`config.mk`:
```
export PLATFORM = sky130hd
export DESIGN_NAME = control_unit
export DESIGN_NICKNAME = d
export VERILOG_FILES = /design/src/rtl/k_and_s_pkg.sv /design/src/rtl/control_unit.sv
export SDC_FILE = /design/constraint.sdc
export NUM_CORES = 1
export LEC_CHECK = 0
export CAP_MARGIN = 20
export CORE_MARGIN = 10
export CORE_UTILIZATION = 38
export CTS_CLUSTER_SIZE = 25
export DETAILED_ROUTE_END_ITERATION = 12
export GPL_TIMING_DRIVEN = 0
export PLACE_DENSITY = 0.73
export SLEW_MARGIN = 20
export SYNTH_ARGS = -nofsm -noshare
export SYNTH_HDL_FRONTEND = slang
export SYNTH_SLANG_ARGS = --single-unit
```
`constraint.sdc`:
```
create_clock -name clk -period 1.66 [get_ports clk]
set_clock_uncertainty 0.2 [all_clocks]
set_input_delay 0.415 -clock clk [delete_from_list [all_inputs] [get_ports clk]]
set_output_delay 0.415 -clock clk [all_outputs]
set_load 0.02 [all_outputs]
```
`src/rtl/k_and_s_pkg.sv`:
```
// Shared types for the K&S processor: decoded instruction set, control FSM states,
// ALU operation codes, and helpers used by the control unit's output decoder.
package k_and_s_pkg;

   typedef enum logic [4:0] {
      I_NOP    = 5'd0,
      I_LOAD   = 5'd1,
      I_STORE  = 5'd2,
      I_MOVE   = 5'd3,
      I_ADD    = 5'd4,
      I_SUB    = 5'd5,
      I_AND    = 5'd6,
      I_OR     = 5'd7,
      I_BRANCH = 5'd8,
      I_BZERO  = 5'd9,
      I_BNZERO = 5'd10,
      I_BNEG   = 5'd11,
      I_BNNEG  = 5'd12,
      I_BOV    = 5'd13,
      I_BNOV   = 5'd14,
      I_HALT   = 5'd15
   } decoded_instruction_type;

   typedef enum logic [3:0] {
      ST_IDLE,
      ST_FETCH,
      ST_DECODE,
      ST_LOAD,
      ST_STORE,
      ST_MOVE,
      ST_ALU,
      ST_BRANCH,
      ST_HALT
   } ctrl_state_t;

   localparam logic [1:0] OP_ADD = 2'b00;
   localparam logic [1:0] OP_SUB = 2'b01;
   localparam logic [1:0] OP_AND = 2'b10;
   localparam logic [1:0] OP_OR  = 2'b11;

   function automatic logic [1:0] alu_op(input decoded_instruction_type instr);
      logic [1:0] op;
      op = OP_ADD;
      case (instr)
         I_SUB:   op = OP_SUB;
         I_AND:   op = OP_AND;
         I_OR:    op = OP_OR;
         default: op = OP_ADD;
      endcase
      return op;
   endfunction

   // Signed overflow is deliberately absent: no branch in the ISA tests it.
   function automatic logic branch_taken(input decoded_instruction_type instr,
                                         input logic zero, input logic neg,
                                         input logic uovf);
      logic taken;
      taken = 1'b0;
      case (instr)
         I_BRANCH: taken = 1'b1;
         I_BZERO:  taken = zero;
         I_BNZERO: taken = ~zero;
         I_BNEG:   taken = neg;
         I_BNNEG:  taken = ~neg;
         I_BOV:    taken = uovf;
         I_BNOV:   taken = ~uovf;
         default:  taken = 1'b0;
      endcase
      return taken;
   endfunction

endpackage

```
`src/rtl/control_unit.sv`:
```
// K&S control FSM: fetch/decode/execute sequencing and data_path strobes.
// Define KS_INSTR_COUNT_EN to add the 16-bit retired-instruction counter output.
module control_unit
   import k_and_s_pkg::*;
#(
   parameter int MEM_WAIT_CYCLES = 1
) (
   input  logic                    clk,
   input  logic                    rst_n,
   input  decoded_instruction_type decoded_instruction,
   input  logic                    zero_op,
   input  logic                    neg_op,
   input  logic                    unsigned_overflow,
   input  logic                    signed_overflow,
   output logic                    branch,
   output logic                    pc_enable,
   output logic                    ir_enable,
   output logic                    addr_sel,
   output logic                    c_sel,
   output logic [1:0]              operation,
   output logic                    write_reg_enable,
   output logic                    flags_reg_enable,
   output logic                    ram_write_enable,
   output logic                    halt
`ifdef KS_INSTR_COUNT_EN
   ,
   output logic [15:0]             instr_count
`endif
);

   localparam logic [1:0] WAIT_LAST = 2'(MEM_WAIT_CYCLES);

   ctrl_state_t state, next_state;
   logic [1:0]  wcnt, next_wcnt;
   logic        mem_last;
   logic        unused_signed_overflow;

   assign mem_last               = (wcnt == WAIT_LAST);
   assign unused_signed_overflow = signed_overflow;

`ifdef KS_INSTR_COUNT_EN
   logic [15:0] count_q, count_next;
   assign instr_count = count_q;
`endif

   always_ff @(posedge clk or negedge rst_n) begin
      if (!rst_n) begin
         state <= ST_IDLE;
         wcnt  <= 2'd0;
`ifdef KS_INSTR_COUNT_EN
         count_q <= 16'd0;
`endif
      end else begin
         state <= next_state;
         wcnt  <= next_wcnt;
`ifdef KS_INSTR_COUNT_EN
         count_q <= count_next;
`endif
      end
   end

   // wcnt only advances inside a memory state that has not reached its last cycle,
   // so every state exit (and every non-memory state) leaves it at zero.
   always_comb begin
      next_state       = state;
      next_wcnt        = 2'd0;
      branch           = 1'b0;
      pc_enable        = 1'b0;
      ir_enable        = 1'b0;
      addr_sel         = 1'b0;
      c_sel            = 1'b0;
      operation        = OP_ADD;
      write_reg_enable = 1'b0;
      flags_reg_enable = 1'b0;
      ram_write_enable = 1'b0;
      halt             = 1'b0;
`ifdef KS_INSTR_COUNT_EN
      count_next       = count_q;
`endif
      case (state)
         ST_IDLE: next_state = ST_FETCH;
         ST_FETCH: begin
            if (mem_last) begin
               ir_enable  = 1'b1;
               pc_enable  = 1'b1;
               next_state = ST_DECODE;
            end else begin
               next_wcnt = wcnt + 2'd1;
            end
         end
         ST_DECODE: begin
            case (decoded_instruction)
               I_LOAD:                          next_state = ST_LOAD;
               I_STORE:                         next_state = ST_STORE;
               I_MOVE:                          next_state = ST_MOVE;
               I_ADD, I_SUB, I_AND, I_OR:       next_state = ST_ALU;
               I_BRANCH, I_BZERO, I_BNZERO,
               I_BNEG, I_BNNEG, I_BOV, I_BNOV:  next_state = ST_BRANCH;
               I_HALT:                          next_state = ST_HALT;
               default:                         next_state = ST_FETCH;
            endcase
`ifdef KS_INSTR_COUNT_EN
            if (decoded_instruction != I_HALT) begin
               count_next = count_q + 16'd1;
            end
`endif
         end
         ST_LOAD: begin
            addr_sel = 1'b1;
            c_sel    = 1'b0;
            if (mem_last) begin
               write_reg_enable = 1'b1;
               next_state       = ST_FETCH;
            end else begin
               next_wcnt = wcnt + 2'd1;
            end
         end
         ST_STORE: begin
            addr_sel = 1'b1;
            if (mem_last) begin
               ram_write_enable = 1'b1;
               next_state       = ST_FETCH;
            end else begin
               next_wcnt = wcnt + 2'd1;
            end
         end
         ST_MOVE: begin
            c_sel            = 1'b1;
            operation        = OP_OR;
            write_reg_enable = 1'b1;
            next_state       = ST_FETCH;
         end
         ST_ALU: begin
            c_sel            = 1'b1;
            operation        = alu_op(decoded_instruction);
            write_reg_enable = 1'b1;
            flags_reg_enable = 1'b1;
            next_state       = ST_FETCH;
         end
         ST_BRANCH: begin
            if (branch_taken(decoded_instruction, zero_op, neg_op, unsigned_overflow)) begin
               pc_enable = 1'b1;
               branch    = 1'b1;
               addr_sel  = 1'b1;
            end
            next_state = ST_FETCH;
         end
         ST_HALT: halt = 1'b1;
         default: next_state = ST_IDLE;
      endcase
   end

endmodule

```
# Word-level counts from Yosys, hierarchy flattened
# Memories as Yosys holds them, arrays and structs flattened.
# Index checks and enable logic that the tools add are counted.
[totals]
ff_bits = 6
rom_bits = 64
input_bits = 11
out_inout_bits = 11
word_cells = 56
n_memories = 1
[op_classes]
add_sub_neg = 1
n_eq_ne = 21
n_mux = 21
bitwise_logic = 4
n_reduce_logical = 6
[mem_list]
columns = ["memory", "depth", "word_bits", "read_ports", "rd_clocked_by_memory_dff", "write_ports", "line", "text"]
rows = [
  ["(no name shown)", 16, 4, 1, 0, 0, "control_unit.sv:92", "case (decoded_instruction)"],
]
[op_table]
columns = ["op", "count"]
rows = [
  ["equality test 5 x 4 -> 1 bit (second input constant)", 7],
  ["one-hot mux 4 bit (5 select lines)", 1],
  ["equality test 4 x 3 -> 1 bit (second input constant)", 4],
  ["equality test 5 x 3 -> 1 bit (second input constant)", 3],
  ["2-to-1 mux 4 bit", 3],
  ["2-to-1 mux 1 bit", 9],
  ["equality test 4 x 2 -> 1 bit (second input constant)", 2],
  ["one-hot mux 1 bit (7 select lines)", 1],
  ["one-hot mux 1 bit (2 select lines)", 3],
  ["one-hot mux 2 bit (3 select lines)", 1],
  ["equality test 4 x 1 -> 1 bit (second input constant)", 1],
  ["equality test 4 bit (second input constant)", 1],
  ["logical NOT 4 bit", 1],
  ["2-to-1 mux 2 bit", 2],
  ["inverter 1 bit", 4],
  ["one-hot mux 2 bit (2 select lines)", 1],
  ["OR reduction 2 bit", 2],
  ["OR reduction 4 bit", 1],
  ["AND reduction 3 bit", 1],
  ["OR reduction 3 bit", 1],
  ["adder 2 x 1 -> 2 bit (second input constant)", 1],
  ["equality test 2 x 1 -> 1 bit (second input constant)", 1],
  ["inequality test 2 x 1 -> 1 bit (second input constant)", 1],
  ["inequality test 2 bit (second input constant)", 1],
]

# Longest topological paths before layout
[logic_depth]
ltp_word = 5
depth_mapped = 5
mapped_depth_nobuf = 4

# Worst setup path before layout
# OpenSTA, ideal clock, no wires.
[synth_timing]
kind = "in2out"
from = "input port decoded_instruction[2]"
to = "output port operation[1]"
arrival_ps = 1418
t_required_ps = 1045
slack_ps = -373
stages = 4
path_buffers = 1
path_cell_list = "clkbuf_1 > nor4b_1 > nand2_1 > a21oi_1"
[synth_between]
elab_chain_len = 3
elab_cells_between_ends = 5
classes_between = "eq/ne (3); mux (2)"
[synth_lines]
columns = ["item", "line", "text"]
rows = [
  ["from (decl)", "control_unit.sv:10", "input decoded_instruction_type decoded_instruction,"],
  ["equality test 5 x 3 -> 1 bit", "k_and_s_pkg.sv:44", "case (instr)"],
  ["one-hot mux 2 bit (3 select lines) *", "k_and_s_pkg.sv:44", ""],
  ["one-hot mux 2 bit (2 select lines) *", "control_unit.sv:80", "case (state)"],
  ["to (decl)", "control_unit.sv:20", "output logic [1:0] operation,"],
]
# Mark *: on every way between the ends. The rest lies on a longest branch, timed or not.

# Worst setup path after layout
[layout_timing]
from = "register state[1]"
to = "output port ram_write_enable"
[layout_between]
elab_chain_len = 2
[layout_lines]
columns = ["item", "line", "text"]
rows = [
  ["from (decl)", "control_unit.sv:33", "ctrl_state_t state, next_state;"],
  ["from (signal assigned)", "control_unit.sv:54", "state <= next_state;"],
  ["equality test 4 x 3 -> 1 bit", "control_unit.sv:80", ""],
  ["2-to-1 mux 1 bit", "control_unit.sv:80", ""],
  ["to (decl)", "control_unit.sv:23", "output logic ram_write_enable,"],
]
# No other way between the ends.

==> flow_metrics.py <==
metrics = {
    "synth": {
        "synth_edf_count": 0,
        "yosys_warnings": 0,
        "syn_area_um2": 596,
        "netlist_instances": 77,
        "ys_ff_latch": 6,
        "synth_ff_type": "dfrtp_1",
        "ys_types": 35,
        "async_flop_share": 1.00,
        "seq_area_frac_synth": 0.252,
        "syn-num-nets": 88,
        "avgSynthCellArea_um2": 7.73,
    },
    "drt": {
        "drt-total-wl_um": 2590,
        "route.layer.met1.wl_um": 1020,
        "routed-wl-met3_um": 201,
        "routed_wire_length_per_instance_um": 18.8,
        "wl_met2_um": 1320,
        "drt_iter0_drc": 24,
        "drc_errors": 0,
        "num_vias": 786,
        "vias_per_cell": 5.70,
        "drt-pass1-iter-count": 4,
        "ant_nets": 0,
        "routed.top_layer": "met4",
    },
    "cts": {
        "clk_pin_slew_ns": 0.05,
        "clockBufferDepth": 2,
        "clk_latency_ns": 0.25,
        "htreeDepth": 1,
        "cts_tree": "built",
        "clockRootBuffer": "clkbuf_4",
        "cts_buffers": 3,
        "clkSinkCount": 6,
    },
    "setup_path": {
        "rr_worst_depth": 6,
        "cp.required_ns": 1.04,
        "path_cells": "buf_6, buf_4, buf_8, buf_12, nor4_4, buf_4",
        "critPathLaunchType": "register",
        "cp_slowest_cell": "dfrtp_1",
        "path_buf_inv": 5,
        "worst_path_largest_cell_delay_ns": 0.41,
        "arrival_ns": 1.58,
        "reg2reg_to": "state[1]$_DFFE_PN0P_",
        "reg2reg_slack_ns": -0.17,
        "path_class": "register to output pin",
        "cp-end-kind": "output pin",
        "critPathTopFamily": "buffers and inverters",
        "cpMostUsedCell": "buf_4",
        "worstReg2RegStart": "state[3]$_DFFE_PN0P_",
        "cp_max_fo": 7,
    },
    "grt": {
        "grt_overflow": 0,
        "antenna_found_initial": 0,
        "grt_pass1_wl_um": 3590,
        "grt_use_total": 0.124,
        "grt_max_degree": 11,
        "grt_pass1_vias": 823,
    },
    "floorplan": {
        "die_h_um": 59.6,
        "dieArea_mm2": 0.00355,
        "core.rowCount": 14,
        "initial_core_util": 0.400,
        "core_area_mm2": 0.00149,
        "die_w_um": 59.6,
        "ios": 22,
    },
    "sta": {
        "hold_slack_ns": 0.212,
        "fmax_ghz": 0.456,
        "tightest_slew_ns": 0.386,
        "max-slew-margin-rel": 0.739,
        "period_share": 1.32,
        "setup_slack_ns": -0.534,
        "maxSlewViolCount": 0,
        "hold_viol_final": 0,
        "fin_crit_ns": 2.19,
        "rsz0062_at_grt": "true",
        "setup_viol": 15,
    },
    "placement": {
        "portBuffers": 18,
        "gp_congestion": 0.752,
        "dpl.hpwl_um": 1370,
        "dpl_cell_area_um2": 908,
    },
    "job": {
        "drv_cap": 0,
    },
    "finish": {
        "drive_gt1_frac": 0.566,
        "fin_nets": 134,
        "n_fill_cell": 88,
        "design_area_mm2": 0.00123,
        "area_growth_pct": 107,
        "n_antenna_cell": 0,
    },
    "worst_hold_path": {
        "hp-class": "primary input to asynchronous set/reset pin",
    },
    "power": {
        "total_power_mw": 1.72,
        "leakage_nw": 0.549,
        "p_per_area_mw_per_mm2": 1390,
        "peakVddDrop_uv": 904,
    },
    "outcome": {
        "status": "finished, violations left",
        "violations": "setup timing",
    },
}
-- registers in the layout (all words and copies together) (netlist names) --
register and cells:
state 4, wcnt 2
-- placed cells by master, fill, tap and decap left out, drive strengths merged --
cell type,count
a21boi,1
a21oi,6
a221oi,1
a311oi,1
a31oi,1
and2b,1
and3b,2
buf,38
clkbuf,6
clkdlybuf4s50,2
dfrtp,6
dlygate4sd2,5
inv,5
nand2,8
nand2b,7
nand3,1
nand4,1
nand4b,1
nor2,6
nor2b,1
nor3,4
nor4,2
nor4b,3
o211ai,1
o21ai,6
o21bai,1
o22ai,1
o2bb2ai,1
o311ai,1
o41ai,1
or3,1
-- power by group --
group	internal, mW	switching, mW	leakage (nW)	total (mW)
logic	0.685	0.655	0.460	1.34
clock network	0.0914	0.0580	0.0150	0.149
registers	0.185	0.0417	0.0744	0.227
total	0.961	0.755	0.549	1.72
-- metrics by stage --
| step | setup WS [ns] | instances | utilization | TNS (ns) |
|---|---|---|---|---|
| 2_1_floorplan | -0.199 | 77 | - | -1.12 |
| 3_3_place_gp | -1.18 | 111 | 0.610 | -9.78 |
| 3_5_place_dp | -1.20 | 111 | 0.610 | -9.83 |
| 4_1_cts | -0.508 | 132 | 0.753 | -4.40 |
| 5_1_grt | -0.584 | 138 | 0.827 | -6.20 |
| 6_report | -0.534 | 138 | 0.827 | -5.35 |
-- synth_stat cells (2+ instances only) --
library cell,number,share of area
nor3_1,4,0.034
and3b_1,2,0.029
nor2_1,6,0.038
nor4b_1,2,0.029
nand2b_1,5,0.053
o21ai_0,5,0.042
buf_2,3,0.025
dfrtp_1,6,0.25
a21oi_1,6,0.050
nand2_1,8,0.050
clkbuf_1,2,0.013
inv_1,5,0.032
-- worst max path at each step --
stage / cells after the start / startpoint / endpoint / slack (ns)
3_3_place_gp: 5 / decoded_instruction[4] / addr_sel / -1.18
6_report: 6 / state[1]$_DFFE_PN0P_ / ram_write_enable / -0.53
4_1_cts: 6 / state[1]$_DFFE_PN0P_ / addr_sel / -0.51
5_1_grt: 5 / state[2]$_DFFE_PN0P_ / write_reg_enable / -0.58
3_5_place_dp: 5 / decoded_instruction[4] / pc_enable / -1.20
2_1_floorplan: 5 / state[3]$_DFFE_PN0P_ / pc_enable / -0.20
-- cell type report --
| type | count | area, um2 | share of cell area |
|---|---|---|---|
| multi-input combinational | 60 | 562 | 0.456 |
| timing repair buffer | 43 | 418 | 0.339 |
| buffer | 4 | 32.5 | 0.0264 |
| sequential | 6 | 151 | 0.123 |
| inverter | 5 | 21.3 | 0.0173 |
| tap | 16 | 20.0 | 0.0163 |
| clock buffer | 4 | 26.3 | 0.0213 |
-- layer usage --
layer  track usage  up-vias
li1              -      374
met2         0.223       33
met5             0        -
met1         0.131      375
met3        0.0515        4
met4        0.0288        0
-- kinds of logic after synthesis --
| logic type | after synthesis | share of synthesized area |
|---|---|---|
| buffers and inverters | 11 | 0.0882 |
| and+or+nand+nor | 38 | 0.420 |
| DFF | 6 | 0.252 |
| AOI/OAI and AO/OA | 22 | 0.240 |
-- repair_timing --
action / 4_1_cts / 5_1_grt
buffers inserted: 18 / 8
pin swaps: 9 / 7
resized for setup: 88 / 15
endpoints found under the setup margin: 13 / 15
hold buffers: 0 / 0
(Power assumes the default switching activity.)
